--- src/rtl/multicycle_controller.sv ---
// multicycle_controller: main control FSM for the multi-cycle RV32I core
// Optional feature macro: MEM_WAIT_EN (FETCH/MEMREAD/MEMWRITE hold until mem_ready)
// Ports:
//   clk, reset             clock, synchronous active-high reset
//   op[6:0], zero          opcode from IR, ALU zero flag
//   mem_ready              memory completes this cycle (MEM_WAIT_EN only)
//   pc_write, adr_src      PC enable, memory address select
//   mem_write, ir_write    memory write strobe, IR/old-PC enable
//   result_src[1:0]        result mux select
//   alu_src_a/b[1:0]       ALU operand selects
//   alu_op[1:0]            ALU operation class
//   reg_write              register file write enable
//   imm_src[2:0]           immediate format select
//   instr_done             pulse in the last cycle of each instruction
//   illegal_instr          pulse on an unsupported opcode
module multicycle_controller (
    input  logic       clk,
    input  logic       reset,
    input  logic [6:0] op,
    input  logic       zero,
    input  logic       mem_ready,
    output logic       pc_write,
    output logic       adr_src,
    output logic       mem_write,
    output logic       ir_write,
    output logic [1:0] result_src,
    output logic [1:0] alu_src_a,
    output logic [1:0] alu_src_b,
    output logic [1:0] alu_op,
    output logic       reg_write,
    output logic [2:0] imm_src,
    output logic       instr_done,
    output logic       illegal_instr
);
    typedef enum logic [3:0] {
        FETCH, DECODE, MEMADR, MEMREAD, MEMWB, MEMWRITE, EXECUTER,
        EXECUTEI, JAL, LUI, ALUWB, BRANCH, ILLEGAL
    } state_t;
    state_t state, next;
    logic ready, pc_update, branch;
`ifdef MEM_WAIT_EN
    assign ready = mem_ready;
`else
    logic unused_mem_ready;
    assign unused_mem_ready = mem_ready;
    assign ready = 1'b1;
`endif
    always_ff @(posedge clk)
        state <= reset ? FETCH : next;
    always_comb begin
        next          = state;
        adr_src       = 1'b0;
        mem_write     = 1'b0;
        ir_write      = 1'b0;
        result_src    = 2'b00;
        alu_src_a     = 2'b00;
        alu_src_b     = 2'b00;
        alu_op        = 2'b00;
        reg_write     = 1'b0;
        instr_done    = 1'b0;
        illegal_instr = 1'b0;
        pc_update     = 1'b0;
        branch        = 1'b0;
        imm_src       = 3'b000;
        if (!reset) begin
            case (op)
                7'b0000011, 7'b0010011: imm_src = 3'b000;
                7'b0100011:             imm_src = 3'b001;
                7'b1100011:             imm_src = 3'b010;
                7'b1101111:             imm_src = 3'b011;
                7'b0110111:             imm_src = 3'b100;
                default:                imm_src = 3'b111;
            endcase
            case (state)
                FETCH: begin
                    ir_write   = ready;
                    pc_update  = ready;
                    alu_src_b  = 2'b10;
                    result_src = 2'b10;
                    next       = ready ? DECODE : FETCH;
                end
                DECODE: begin
                    alu_src_a = 2'b01;
                    alu_src_b = 2'b01;
                    case (op)
                        7'b0000011, 7'b0100011: next = MEMADR;
                        7'b0110011:             next = EXECUTER;
                        7'b0010011:             next = EXECUTEI;
                        7'b1100011:             next = BRANCH;
                        7'b1101111:             next = JAL;
                        7'b0110111:             next = LUI;
                        default:                next = ILLEGAL;
                    endcase
                end
                MEMADR: begin
                    alu_src_a = 2'b10;
                    alu_src_b = 2'b01;
                    next      = op[5] ? MEMWRITE : MEMREAD;
                end
                MEMREAD: begin
                    adr_src = 1'b1;
                    next    = ready ? MEMWB : MEMREAD;
                end
                MEMWB: begin
                    result_src = 2'b01;
                    reg_write  = 1'b1;
                    instr_done = 1'b1;
                    next       = FETCH;
                end
                MEMWRITE: begin
                    adr_src    = 1'b1;
                    mem_write  = 1'b1;
                    instr_done = ready;
                    next       = ready ? FETCH : MEMWRITE;
                end
                EXECUTER: begin
                    alu_src_a = 2'b10;
                    alu_op    = 2'b10;
                    next      = ALUWB;
                end
                EXECUTEI: begin
                    alu_src_a = 2'b10;
                    alu_src_b = 2'b01;
                    alu_op    = 2'b10;
                    next      = ALUWB;
                end
                JAL: begin
                    alu_src_a = 2'b01;
                    alu_src_b = 2'b10;
                    pc_update = 1'b1;
                    next      = ALUWB;
                end
                LUI: begin
                    alu_src_a = 2'b11;
                    alu_src_b = 2'b01;
                    next      = ALUWB;
                end
                ALUWB: begin
                    reg_write  = 1'b1;
                    instr_done = 1'b1;
                    next       = FETCH;
                end
                BRANCH: begin
                    alu_src_a  = 2'b10;
                    alu_op     = 2'b01;
                    branch     = 1'b1;
                    instr_done = 1'b1;
                    next       = FETCH;
                end
                ILLEGAL: begin
                    illegal_instr = 1'b1;
                    instr_done    = 1'b1;
                    next          = FETCH;
                end
                default: next = FETCH;
            endcase
        end
    end
    // Branch decision uses the live zero flag so a taken branch loads the PC this cycle.
    assign pc_write = pc_update | (branch & zero);
endmodule
--- config.mk ---
export PLATFORM = sky130hd
export DESIGN_NAME = multicycle_controller
export DESIGN_NICKNAME = d
export VERILOG_FILES = /design/src/rtl/multicycle_controller.sv
export SDC_FILE = /design/constraint.sdc
export NUM_CORES = 1
export LEC_CHECK = 0
export ABC_AREA = 1
export BUFFER_PORTS_ARGS = -buffer_cell sky130_fd_sc_hd__buf_2
export CORE_AREA = 10 10 47 49
export CTS_BUF_LIST = sky130_fd_sc_hd__clkbuf_8
export DETAILED_ROUTE_END_ITERATION = 6
export DIE_AREA = 0 0 57 59
export PLACE_DENSITY = 0.75
export SLEW_MARGIN = 5
export SYNTH_ARGS = -nofsm -noshare
export SYNTH_HDL_FRONTEND = slang
export SYNTH_SLANG_ARGS = --single-unit
export TNS_END_PERCENT = 100
--- constraint.sdc ---
create_clock -name clk -period 1.2 [get_ports clk]
set_input_delay 0.12 -clock clk [delete_from_list [all_inputs] [get_ports clk]]
set_output_delay 0.12 -clock clk [all_outputs]
set_load 0.05 [all_outputs]
==> results of run 1 <==
==> stage by stage <==
step           TNS, ns  setup slack [ns]  area [um2]  hold slack [ns]  instances
3_5_place_dp     -1.32            -0.149        1040            0.478        164
2_1_floorplan   -0.519           -0.0964         712            0.294        100
4_1_cts          -2.07            -0.198        1330            0.237        172
3_3_place_gp    -0.880            -0.119        1040            0.474        164
==> Yosys cell counts <==
library cell / count
buf_4: 1
o21ai_1: 1
nor2_4: 1
inv_1: 18
a41oi_1: 1
a21oi_1: 7
nor2_1: 21
nand2_2: 3
o21ai_0: 3
nand4_1: 1
nor3_1: 1
nand3_1: 7
o22ai_1: 1
a21oi_2: 1
nand3_2: 1
o21bai_4: 1
nor3_2: 2
buf_2: 1
dfxtp_1: 4
a31oi_1: 1
nor2_2: 1
nand2_1: 22
==> cell families after synthesis <==
kind of cell,share of synthesized area [%]
AO/OA/AOI/OAI,19.3
buffers and inverters,14.9
flip-flops,14.9
AND/OR/NAND/NOR,50.9
==> what timing repair did <==
action,in CTS
pin swaps,14
resized for setup,70
endpoints found under the hold margin,0
endpoints found under the setup margin,21
setup buffers,4
==> reports/metrics.cfg, run 1 <==
[synth]
yosysTopAreaCellShare_pct = 15.3
seq_area_frac_synth_pct = 14.9
ys_types = 22
synth_warnings = 0
yosys.area.top_type = nand2_1
synth.area.top_cells = nand2_1, dfxtp_1, nor2_1
synth-seq-cells = 4
synth_area_um2 = 538
synth_cells = 100
synthesis.nets = 111
syn_area_per_cell_um2 = 5.38

[placement]
dpl.hpwl_um = 1770
placement.io_buffers = 27
gp_congestion = 0.884

[clock_tree]
cts_buffer_depth = 2
cts.htree.levels = 1
cts_hold_buf = 0
cts_sinks = 4
cts_root_buffer = clkbuf_8
cts-buffers-inserted = 3

[status]
status = aborted with a tool error
stop_stage = global routing
tool.error = [ERROR DPL-0038] Utilization greater than 100%, impossible to legalize

[floorplan]
num_rows = 14
io_pins = 29
fp.dieH_um = 59
start_util_pct = 38.4
die_w_um = 57

[timing]
crit_endpoint = pc_write
worst-ep-kind = top-level output

[global_route]
grt_start_max_net_pins = 11

==> run 2: changes to the inputs <==
Settings changed: CORE_AREA 10 10 47 49 to 10 10 71 73, CTS_BUF_LIST sky130_fd_sc_hd__clkbuf_8 to unset, DIE_AREA 0 0 57 59 to 0 0 81 83, PLACE_DENSITY 0.75 to unset, PLACE_DENSITY_LB_ADDON set to 0.15.
==> reports/metrics.cfg, run 2 <==
[status]
status = finished with violations
violations = negative setup slack

[clock_tree]
cts.htree.levels = 1
cts-buffers-inserted = 3
cts_tree = yes
cts_buffer_depth = 2
cts_hold_buf = 0
cts.clk_slew.worst_paths_ns = 0.04
cts_root_buffer = clkbuf_8
clk-insertion-delay-late_ns = 0.23
cts_sinks = 4

[timing]
rsz0062_at_grt = yes
slew_violations = 0
finalSetupViolCount = 16
fin_hold_ws_ns = 0.305
finalWorstSetupSlack_ns = -0.274
fin_skew_ns = 0.00935
relSlewSlack_pct = 85.2
tns_ns = -2.75
fin_crit_sh_pct = 123
final_hold_viol_count = 0
worstMarginPinSlew_ns = 0.221
period_needed_ns = 1.47
fmax_ghz = 0.678

[synth]
seq_area_frac_synth_pct = 14.9
synthesis.nets = 111
synth_area_um2 = 538
synth_warnings = 0
synth-seq-cells = 4
synth-edff-count = 0
yosys.area.top_type = nand2_1
ys.flop_type = dfxtp_1
synth_cells = 100
ys_types = 22
syn_area_per_cell_um2 = 5.38
synth.area.top_cells = nand2_1, dfxtp_1, nor2_1
yosysMostFrequentCell = nand2_1
netlist_top_cells_count = nand2_1, nor2_1, inv_1
yosysTopAreaCellShare_pct = 15.3
async_flop_share_pct = 0

[routing]
drtPass1Iterations = 4
drc = 0
routed_wl_um = 2320
vias_per_cell = 4.04
wl_per_cell_um = 11.1
drtAntennaViolNets = 0
vias = 844
drtIter0Drc = 35

[min_path]
hold_path.class = in2reg

[placement]
gp_congestion = 0.811
dpl.hpwl_um = 1920
placement.io_buffers = 27
dpl_cell_area_mm2 = 0.00109

[cells_and_area]
largest_reg_flops = 4
final_common_cell = buf_4
mostFrequentLayoutCells = buf_4, buf_6, nor2_4
multi_input_area_um2 = 673
syn_to_final_growth_pct = 178
insertedDiodeCount = 0
top_regs = state x4
fin_nets = 173
fill_cells = 373
drive_above_1_share_pct = 78.9
final_area_mm2 = 0.00149
top_register = state
regArea_um2 = 90.1

[pwr]
p_leak_nw = 0.670
p_sw_w = 0.00162
p_int_w = 0.00148
p_comb_share_pct = 80.3
vdd.ir_drop.worst_v = 0.000573
sw_frac_of_total_pct = 52.3
p_per_area_mw_per_mm2 = 2080
p_total_w = 0.00310
pwr-share-seq_pct = 9.6
p_clk_share_pct = 10.1

[floorplan]
num_rows = 22
io_pins = 29
coreArea_mm2 = 0.00363
start_util_pct = 14.8
dieArea_mm2 = 0.00672
die_w_um = 81
fp.dieH_um = 83

[setup_path]
path_max_fanout = 4
critical_path.endpoint_type = output port
critPathLaunchType = register
cp.required_ns = 1.08
path_class = reg2out
crit_arrival_ns = 1.35

[global_route]
grt_pass1_vias = 877
grt.total_usage_pct = 7.09
grt_pass1_wl_um = 3930
antenna_found_initial = 0
grt_start_max_net_pins = 9
overflow = 0

[run]
maxCapViolCount = 0

## run 2: cell counts after synthesis
No cell type changed its count.
## run 2: cells by family after synthesis
kind of cell | Yosys count | share of synthesized area (%)
AOI/OAI and AO/OA | 16 | 19.3
and+or+nand+nor | 60 | 50.9
buffers and inverters | 20 | 14.9
DFF | 4 | 14.9
## run 2: final cells by class
| cell class | count | share of cell area, % |
|---|---|---|
| clock buffers | 4 | 3.02 |
| inverters | 18 | 5.36 |
| repair buffers | 59 | 36.5 |
| well taps | 48 | 4.02 |
| flip-flops and latches | 4 | 6.03 |
| multi-input cells | 76 | 45.1 |
## run 2: worst max-delay path, cell delays in order, from the launching register on
cell	delay, ns
dfxtp_4	0.35
buf_12	0.12
nor2_4	0.16
nand2_4	0.09
a41oi_4	0.22
buf_6	0.18
## run 2: final timing paths
check,startpoint,to,slack (ns),depth (start not counted)
max,state[2],instr_done,-0.27,5
min,reset,state[3],0.30,3
max reg2reg,state[2],state[0],-0.06,8
min reg2reg,state[1],state[3],0.70,4
## run 2: what timing repair did
action,in CTS,in global routing
setup buffers,4,3
endpoints found under the setup margin,21,22
resized for setup,60,33
hold endpoints to repair,0,0
pin swaps,12,13
## run 2: per-stage QoR
stage | setup slack [ns] | util [%] | instances
5_1_grt | -0.318 | 41.1 | 209
4_1_cts | -0.287 | 37.0 | 206
3_5_place_dp | -0.170 | 30.0 | 198
3_3_place_gp | -0.148 | 30.0 | 198
6_report | -0.274 | 41.1 | 209
2_1_floorplan | -0.0964 | - | 100
## run 2: power groups by stage
stage          registers [W]  logic [W]  clock network (W)
6_report            0.000298    0.00249           0.000312
5_1_grt             0.000314    0.00265           0.000333
2_1_floorplan       0.000291    0.00131                  0
3_5_place_dp        0.000272    0.00193                  0
4_1_cts             0.000279    0.00227           0.000320
3_3_place_gp        0.000273    0.00194                  0
## run 2: per-layer routing
layer  vias up  share of wire, %  track usage [%]  routed length, um
met2        18                55             12.6               1270
li1        443                 -                -                  -
met4         0              0.91             2.35                 21
met5         -                 0                0                  0
met3         3               7.7             2.26                179
met1       380                37             7.51                853
Power figures use the tool's default switching activity.
